<file path="src/rtl/commit_goal_monitor.sv">
// Run-control and commit-statistics monitor beside the commit stage.
// Optional stall watchdog enabled by defining RSD_COMMIT_WATCHDOG_EN.
module commit_goal_monitor #(
  parameter int COMMIT_WIDTH = 4,
  parameter int PC_WIDTH     = 16,
  parameter int GOAL_NUM     = 2,
  parameter int CNT_WIDTH    = 48,
  parameter int STALL_LIMIT  = 1024,
  localparam int GI_W = (GOAL_NUM > 1) ? $clog2(GOAL_NUM) : 1
) (
  input  logic                         clk,
  input  logic                         rstOut,
  input  logic                         start,
  input  logic                         abort,
  input  logic [31:0]                  maxCycles,
  input  logic [GOAL_NUM-1:0]          goalEnable,
  input  logic [GOAL_NUM*PC_WIDTH-1:0] goalPC,
  input  logic [COMMIT_WIDTH-1:0]      commit,
  input  logic [COMMIT_WIDTH-1:0]      commitMidZero,
  input  logic [PC_WIDTH-1:0]          lastPC,
  input  logic                         ack,
  output logic                         running,
  output logic                         done,
  output logic [2:0]                   doneReason,
  output logic [GI_W-1:0]              goalIndex,
  output logic [CNT_WIDTH-1:0]         cycleCount,
  output logic [CNT_WIDTH-1:0]         microOpCount,
  output logic [CNT_WIDTH-1:0]         isaOpCount
);

  localparam int PW = $clog2(COMMIT_WIDTH + 1);

  typedef enum logic [1:0] {
    IDLE,
    RUN,
    DONE
  } state_t;

  state_t state_q, state_d;

  logic [PW-1:0]   n_uop, n_isa;
  logic            goal_hit;
  logic [GI_W-1:0] goal_idx;
  logic [31:0]     cyc_lo;
  logic            timeout_hit;
  logic            stall_hit;
  logic [2:0]      reason_d;

  function automatic logic [CNT_WIDTH-1:0] sat_add(
    input logic [CNT_WIDTH-1:0] a,
    input logic [PW-1:0]        b
  );
    logic [CNT_WIDTH:0] s;
    s = {1'b0, a} + (CNT_WIDTH+1)'(b);
    return s[CNT_WIDTH] ? '1 : s[CNT_WIDTH-1:0];
  endfunction

  always_comb begin
    n_uop = '0;
    n_isa = '0;
    for (int i = 0; i < COMMIT_WIDTH; i++) begin
      n_uop = n_uop + PW'(commit[i]);
      n_isa = n_isa + PW'(commit[i] & commitMidZero[i]);
    end
  end

  // Scan downward so the lowest matching channel wins.
  always_comb begin
    goal_hit = 1'b0;
    goal_idx = '0;
    for (int g = GOAL_NUM - 1; g >= 0; g--) begin
      if (goalEnable[g] && |commit &&
          lastPC == goalPC[g*PC_WIDTH +: PC_WIDTH]) begin
        goal_hit = 1'b1;
        goal_idx = GI_W'(g);
      end
    end
  end

  if (CNT_WIDTH >= 32) begin : g_lo_wide
    assign cyc_lo = cycleCount[31:0];
  end else begin : g_lo_narrow
    assign cyc_lo = {{(32-CNT_WIDTH){1'b0}}, cycleCount};
  end

  assign timeout_hit = (maxCycles != 32'd0) &&
                       (cyc_lo + 32'd1 == maxCycles);

`ifdef RSD_COMMIT_WATCHDOG_EN
  localparam int IW = $clog2(STALL_LIMIT + 1);

  logic [IW-1:0] idle_cnt;

  assign stall_hit = ~|commit &&
                     (idle_cnt == IW'(STALL_LIMIT - 1));

  always_ff @(posedge clk or negedge rstOut) begin
    if (!rstOut) begin
      idle_cnt <= '0;
    end else if (state_q == IDLE && start) begin
      idle_cnt <= '0;
    end else if (state_q == RUN) begin
      idle_cnt <= |commit ? '0 : idle_cnt + IW'(1);
    end
  end
`else
  // No watchdog is built; a non-negative limit never fires.
  assign stall_hit = (STALL_LIMIT < 0);
`endif

  always_comb begin
    state_d  = state_q;
    reason_d = 3'd0;
    case (state_q)
      IDLE: if (start) state_d = RUN;
      RUN: begin
        priority case (1'b1)
          abort:       reason_d = 3'd3;
          goal_hit:    reason_d = 3'd1;
          timeout_hit: reason_d = 3'd2;
          stall_hit:   reason_d = 3'd4;
          default:     reason_d = 3'd0;
        endcase
        if (reason_d != 3'd0) state_d = DONE;
      end
      DONE: if (ack) state_d = IDLE;
      default: state_d = IDLE;
    endcase
  end

  always_ff @(posedge clk or negedge rstOut) begin
    if (!rstOut) begin
      state_q      <= IDLE;
      doneReason   <= 3'd0;
      goalIndex    <= '0;
      cycleCount   <= '0;
      microOpCount <= '0;
      isaOpCount   <= '0;
    end else begin
      state_q <= state_d;
      if (state_q == IDLE && start) begin
        doneReason   <= 3'd0;
        goalIndex    <= '0;
        cycleCount   <= '0;
        microOpCount <= '0;
        isaOpCount   <= '0;
      end else if (state_q == RUN) begin
        cycleCount   <= sat_add(cycleCount, PW'(1));
        microOpCount <= sat_add(microOpCount, n_uop);
        isaOpCount   <= sat_add(isaOpCount, n_isa);
        if (state_d == DONE) begin
          doneReason <= reason_d;
          goalIndex  <= (reason_d == 3'd1) ? goal_idx : '0;
        end
      end
    end
  end

  assign running = (state_q == RUN);
  assign done    = (state_q == DONE);

endmodule

</file>
<file path="config.mk">
export PLATFORM = sky130hd
export DESIGN_NAME = commit_goal_monitor
export DESIGN_NICKNAME = d
export VERILOG_FILES = /design/src/rtl/commit_goal_monitor.sv
export SDC_FILE = /design/constraint.sdc
export NUM_CORES = 1
export LEC_CHECK = 0
export CAP_MARGIN = 20
export CORE_MARGIN = 1
export CORE_UTILIZATION = 45
export CTS_BUF_LIST = sky130_fd_sc_hd__clkbuf_8
export DETAILED_ROUTE_END_ITERATION = 16
export PLACE_DENSITY = 0.73
export SETUP_SLACK_MARGIN = 0.05
export SYNTH_ARGS = -nofsm -noshare
export SYNTH_HDL_FRONTEND = slang
export SYNTH_SLANG_ARGS = --single-unit
</file>
<file path="constraint.sdc">
create_clock -name clk -period 7.5 [get_ports clk]
set_clock_uncertainty 0.2 [all_clocks]
set_input_delay 0.75 -clock clk [delete_from_list [all_inputs] [get_ports clk]]
set_output_delay 0.75 -clock clk [all_outputs]
set_load 0.02 [all_outputs]
</file>
Yosys cells after proc, flatten, opt, wreduce, memory -nomap -nowiden
Cells that the tools add are included.
- equality and inequality tests: 7
- reduce and logical (&&, ||, !) cells: 13
- multiplexer cells: 28
- bitwise logic cells: 4
- add/subtract/negate cells: 10
- operator list (kind ; number):
    $mux 48 ; 9
    $add 48x3->49 ; 2
    $add 48x1->49 const B ; 1
    $add 32x1->32 const B ; 1
    $eq 16x16->1 ; 2
    $eq 32x32->1 ; 1
    $reduce_bool 32->1 ; 1
    $mux 3 ; 5
    $mux 2 ; 6
    $mux 1 ; 7
    $add 2x1->3 ; 2
    $add 3x1->3 ; 2
    $logic_and 1x1->1 ; 6
    $pmux 2 s3 ; 1
    $add 1x1->2 ; 2
    $and 1x1->1 ; 4
    $eq 2x2->1 const B ; 2
    $reduce_bool 2->1 ; 2
    $reduce_or 4->1 ; 1
    $eq 3x1->1 const B ; 1
    $reduce_bool 3->1 ; 1
    $eq 2x1->1 const B ; 1
    $logic_not 2->1 ; 1
    $reduce_and 2->1 ; 1
- output and inout bits: 150
- word-level logic and storage cells: 68
- bits in registers: 150
- input port bits: 95

Longest topological paths before layout
- depth after elaboration: 15
- gate-level depth with buffers: 14
- mapped depth without buffers: 13

Worst setup path after synthesis
Ideal clock, no wire load.
- kind: input to register
- start: input port commit[0]
- end: register microOpCount[1]
- data arrival time: 3911 ps
- data required time: 7223 ps
- stages on the path: 13
- library setup time: 77 ps
- path slack: 3312 ps
- buffers on the path: 1
- cell sequence: fa_1 -> fa_1 -> inv_1 -> fa_1 -> and3b_1 -> nand4_1 -> nor4_2 -> and3_1 -> nand2b_1 -> or3_1 -> clkbuf_1 -> a21o_1 -> o21ai_1
- cells in the longest elaborated chain, start to end: 7
- RTL lines (what ; RTL line ; RTL):
    from (decl) ; 18 ; input logic [COMMIT_WIDTH-1:0] commit,
    $add 1x1->2 ; 62 ; n_uop = n_uop + PW'(commit[i]);
    $add 2x1->3 ; 62 ;
    $add 3x1->3 ; 62 ;
    $add 48x3->49 ; 54 ; s = {1'b0, a} + (CNT_WIDTH+1)'(b);
    $mux 48 ; 55 ; return s[CNT_WIDTH] ? '1 : s[CNT_WIDTH-1:0];
    $mux 48 ; 147 ; end else if (state_q == RUN) begin
    $mux 48 ; 141 ; if (state_q == IDLE && start) begin
    to (signal assigned) ; 149 ; microOpCount <= sat_add(microOpCount, n_uop);
    to (decl) ; 27 ; output logic [CNT_WIDTH-1:0] microOpCount,
Every way passes these cells. The select of a mux whose other input is x is not followed.
A chain may end at the register's enable or synchronous reset.

Worst setup path after layout
Ends and elaborated chain as after synthesis.

==> metrics.txt <==
outcome completed; Period Utilization, post-route 66.28%; detailed placement HPWL 24,340 um; area delta synth->final 27.07%; detailed router's first-iteration violation count 863; largest net degree at the start of global routing 101; RSZ-0062 raised after global routing no; CP arrival 5.13 ns; asr flop ratio synth 100.0%; max-cap viol count 0; # IOs 245; Worst Path Max Fanout 21; yosys warns 0; H-tree depth 4; clock slew at reported path FFs 0.09 ns; CTS tree built; Final setup viols 0; post-synth net total 1,511; register area share after synthesis 34.51%; largest area contributor in the netlist dfrtp_1; crit end category flip-flop; vias per cell 5.983; PostCTS Resize Cnt 0; hold_buf cts 0; Yosys top cell area share 34.51%; DRT Wirelength 35,280 um; Post-DRT Antenna Nets 0; Post-synth top cells o21ai_0, nand2_1, dfrtp_1; Port Buffers 243; post-route insts no fill 1,923; Worst-Margin Slew 1.005 ns; max incr delay on CP 0.68 ns; share of cells above drive strength 1 4.863%; total number of vias 11,510; final net count around 1,700; Post-synth EDFFs 0; Worst-Skew Late Latency around 0.46 ns; critical path's top delay family simple AND/OR/NAND/NOR gates; Root Buffer clkbuf_8; critical path startpoint category primary input; clock sink count 149; P_leak 5.274 nW; Final Hold Viols 0; Overflow after GRT 0; min-delay worst type primary input to async pin; core area 23,540 sq um; first-pass GRT wire length ~57,000 um; Max Clk Rate 201.2 MHz; clock buffer depth 2; Critical-path top delay cell or3_1; CTS Buf Count 17; PwrDens 187.3 nW/um^2; unique cell type count in the Yosys netlist 75; routed len/inst 18.35 um; Synth area leaders dfrtp_1, o21ai_0, nand2_1; row count 56; Syn Area/Cell 7.683 sq um; CP Cell Sequence clkdlybuf4s50_1, fa_1, fa_1, inv_1, fa_1, and3b_1, nand4_1, nor4_2, and3_1, nand2b_1, or3_1, a21o_1, o21ai_1; synthesized instance count 1,406; total negative slack 0 ns; VDD IR max 0.1413 mV; RD Place Congestion 1.029; CP bufs+invs 2; initial antenna violation count 0; critical setup path kind primary input to flip-flop; count leader, synth o21ai_0; die width 156.9 um; first drt pass iteration count 8; Yosys reg bits 149; # placed instances 1,891; main flop type after synthesis dfrtp_1; starting density of the core 45.89%; mapped cell area between 10,000 and 15,000 sq um; Post CTS Setup Buffer Count 0; CP dominant cell by count fa_1; ant diodes 0; number of global-route vias before repair 10,980; Pins Over Slew Limit 0; drc violations 0; gr usage total 28.96%; DIE HEIGHT 156.9 um; Worst Path Required 7.66 ns; Rel. slew slack roughly a third; die area between 20,000 and 25,000 sq um; Final min period 4.971 ns
state kept, by name, summed over array words and instances, names as in the netlist:
register	flops
isaOpCount	48
doneReason	2
state_q	2
microOpCount	48
cycleCount	48
goalIndex	1
cell families after synthesis:
family	after synthesis	synth area share, %
xor gates and xnor gates	76	6.162
buffers and inverters	147	5.548
other	1	0.03471
and+or+nand+nor	572	27.62
muxes	1	0.1042
DFF	149	34.51
AOI/OAI and AO/OA	450	24.44
adders and majority gates	10	1.575
power by group:
part / total (mW) / switching [mW] / internal (mW)
Clock: 0.614 / 0.341 / 0.274
Sequential: 0.888 / 0.0522 / 0.836
Combinational: 1.07 / 0.724 / 0.345
Total: 2.57 / 1.12 / 1.46
metal layers:
| metal | wire [um] | GRT usage (%) | vias up | share of wire, % |
|---|---|---|---|---|
| li1 | - | - | 5488 | - |
| met2 | 16290 | 47.45 | 436 | 46 |
| met3 | 2625 | 5.341 | 53 | 7.4 |
| met1 | 15500 | 38.19 | 5528 | 44 |
| met4 | 871 | 10.22 | 0 | 2.5 |
| met5 | 0 | 0 | - | 0 |
metrics by stage:
stage / setup WS [ns] / hold slack (ns) / area (sq um) / total power [mW] / utilization (%)
finish: 2.529 / 0.09191 / 13730 / 2.572 / 58.31
global route: 2.233 / 0.1328 / 13730 / 2.739 / 58.31
CTS: 2.591 / 0.09928 / 13730 / 2.583 / 58.31
detailed placement: 2.105 / 0.3076 / 13350 / 1.966 / 56.72
global placement: 2.327 / 0.3129 / 13350 / 1.944 / 56.72
floorplan: 3.312 / 0.2544 / 10800 / 1.608 / -
cell usage in the layout (no fill, tap or decap), types with 6 or more instances in the layout:
cell type / n
a22o_1: 36
xor2_1: 26
dfrtp_1: 149
and4_1: 15
nand4_1: 47
nand3_1: 55
nand2_1: 193
a21oi_1: 76
xnor2_1: 50
and3_1: 23
nor3_1: 43
clkbuf_8: 18
a31oi_1: 43
o21ai_0: 228
o31ai_1: 10
buf_4: 9
nor2_1: 84
and2_1: 9
or3_1: 8
inv_1: 61
o21ai_1: 12
clkdlybuf4s50_1: 242
nor4_1: 32
fa_1: 6
or2_2: 6
layout make-up:
type / instances / area (sq um)
inverters: 61 / 231.5
multi-input cells: 1110 / 6492
flip-flops and latches: 149 / 3729
well taps: 319 / 399.1
fillers: 2230 / 9816
clock inverters: 14 / 126.4
repair buffers: 252 / 2501
clock buffers: 18 / 247.7
path summary, 6_finish.rpt:
kind	slack, ns	to	cells after the start	start
worst max-delay path	2.53	microOpCount[1]$_DFFE_PN0P_	13	commit[0]
worst min-delay path	0.09	cycleCount[24]$_DFFE_PN0P_	1	rstOut
worst max register to register	3.43	microOpCount[1]$_DFFE_PN0P_	11	microOpCount[0]$_DFFE_PN0P_
worst min register to register	0.32	isaOpCount[34]$_DFFE_PN0P_	2	isaOpCount[34]$_DFFE_PN0P_
max in group asynchronous	5.86	isaOpCount[2]$_DFFE_PN0P_	2	rstOut
min in group clk	0.32	isaOpCount[34]$_DFFE_PN0P_	2	isaOpCount[34]$_DFFE_PN0P_
(Power assumes the default switching activity.)
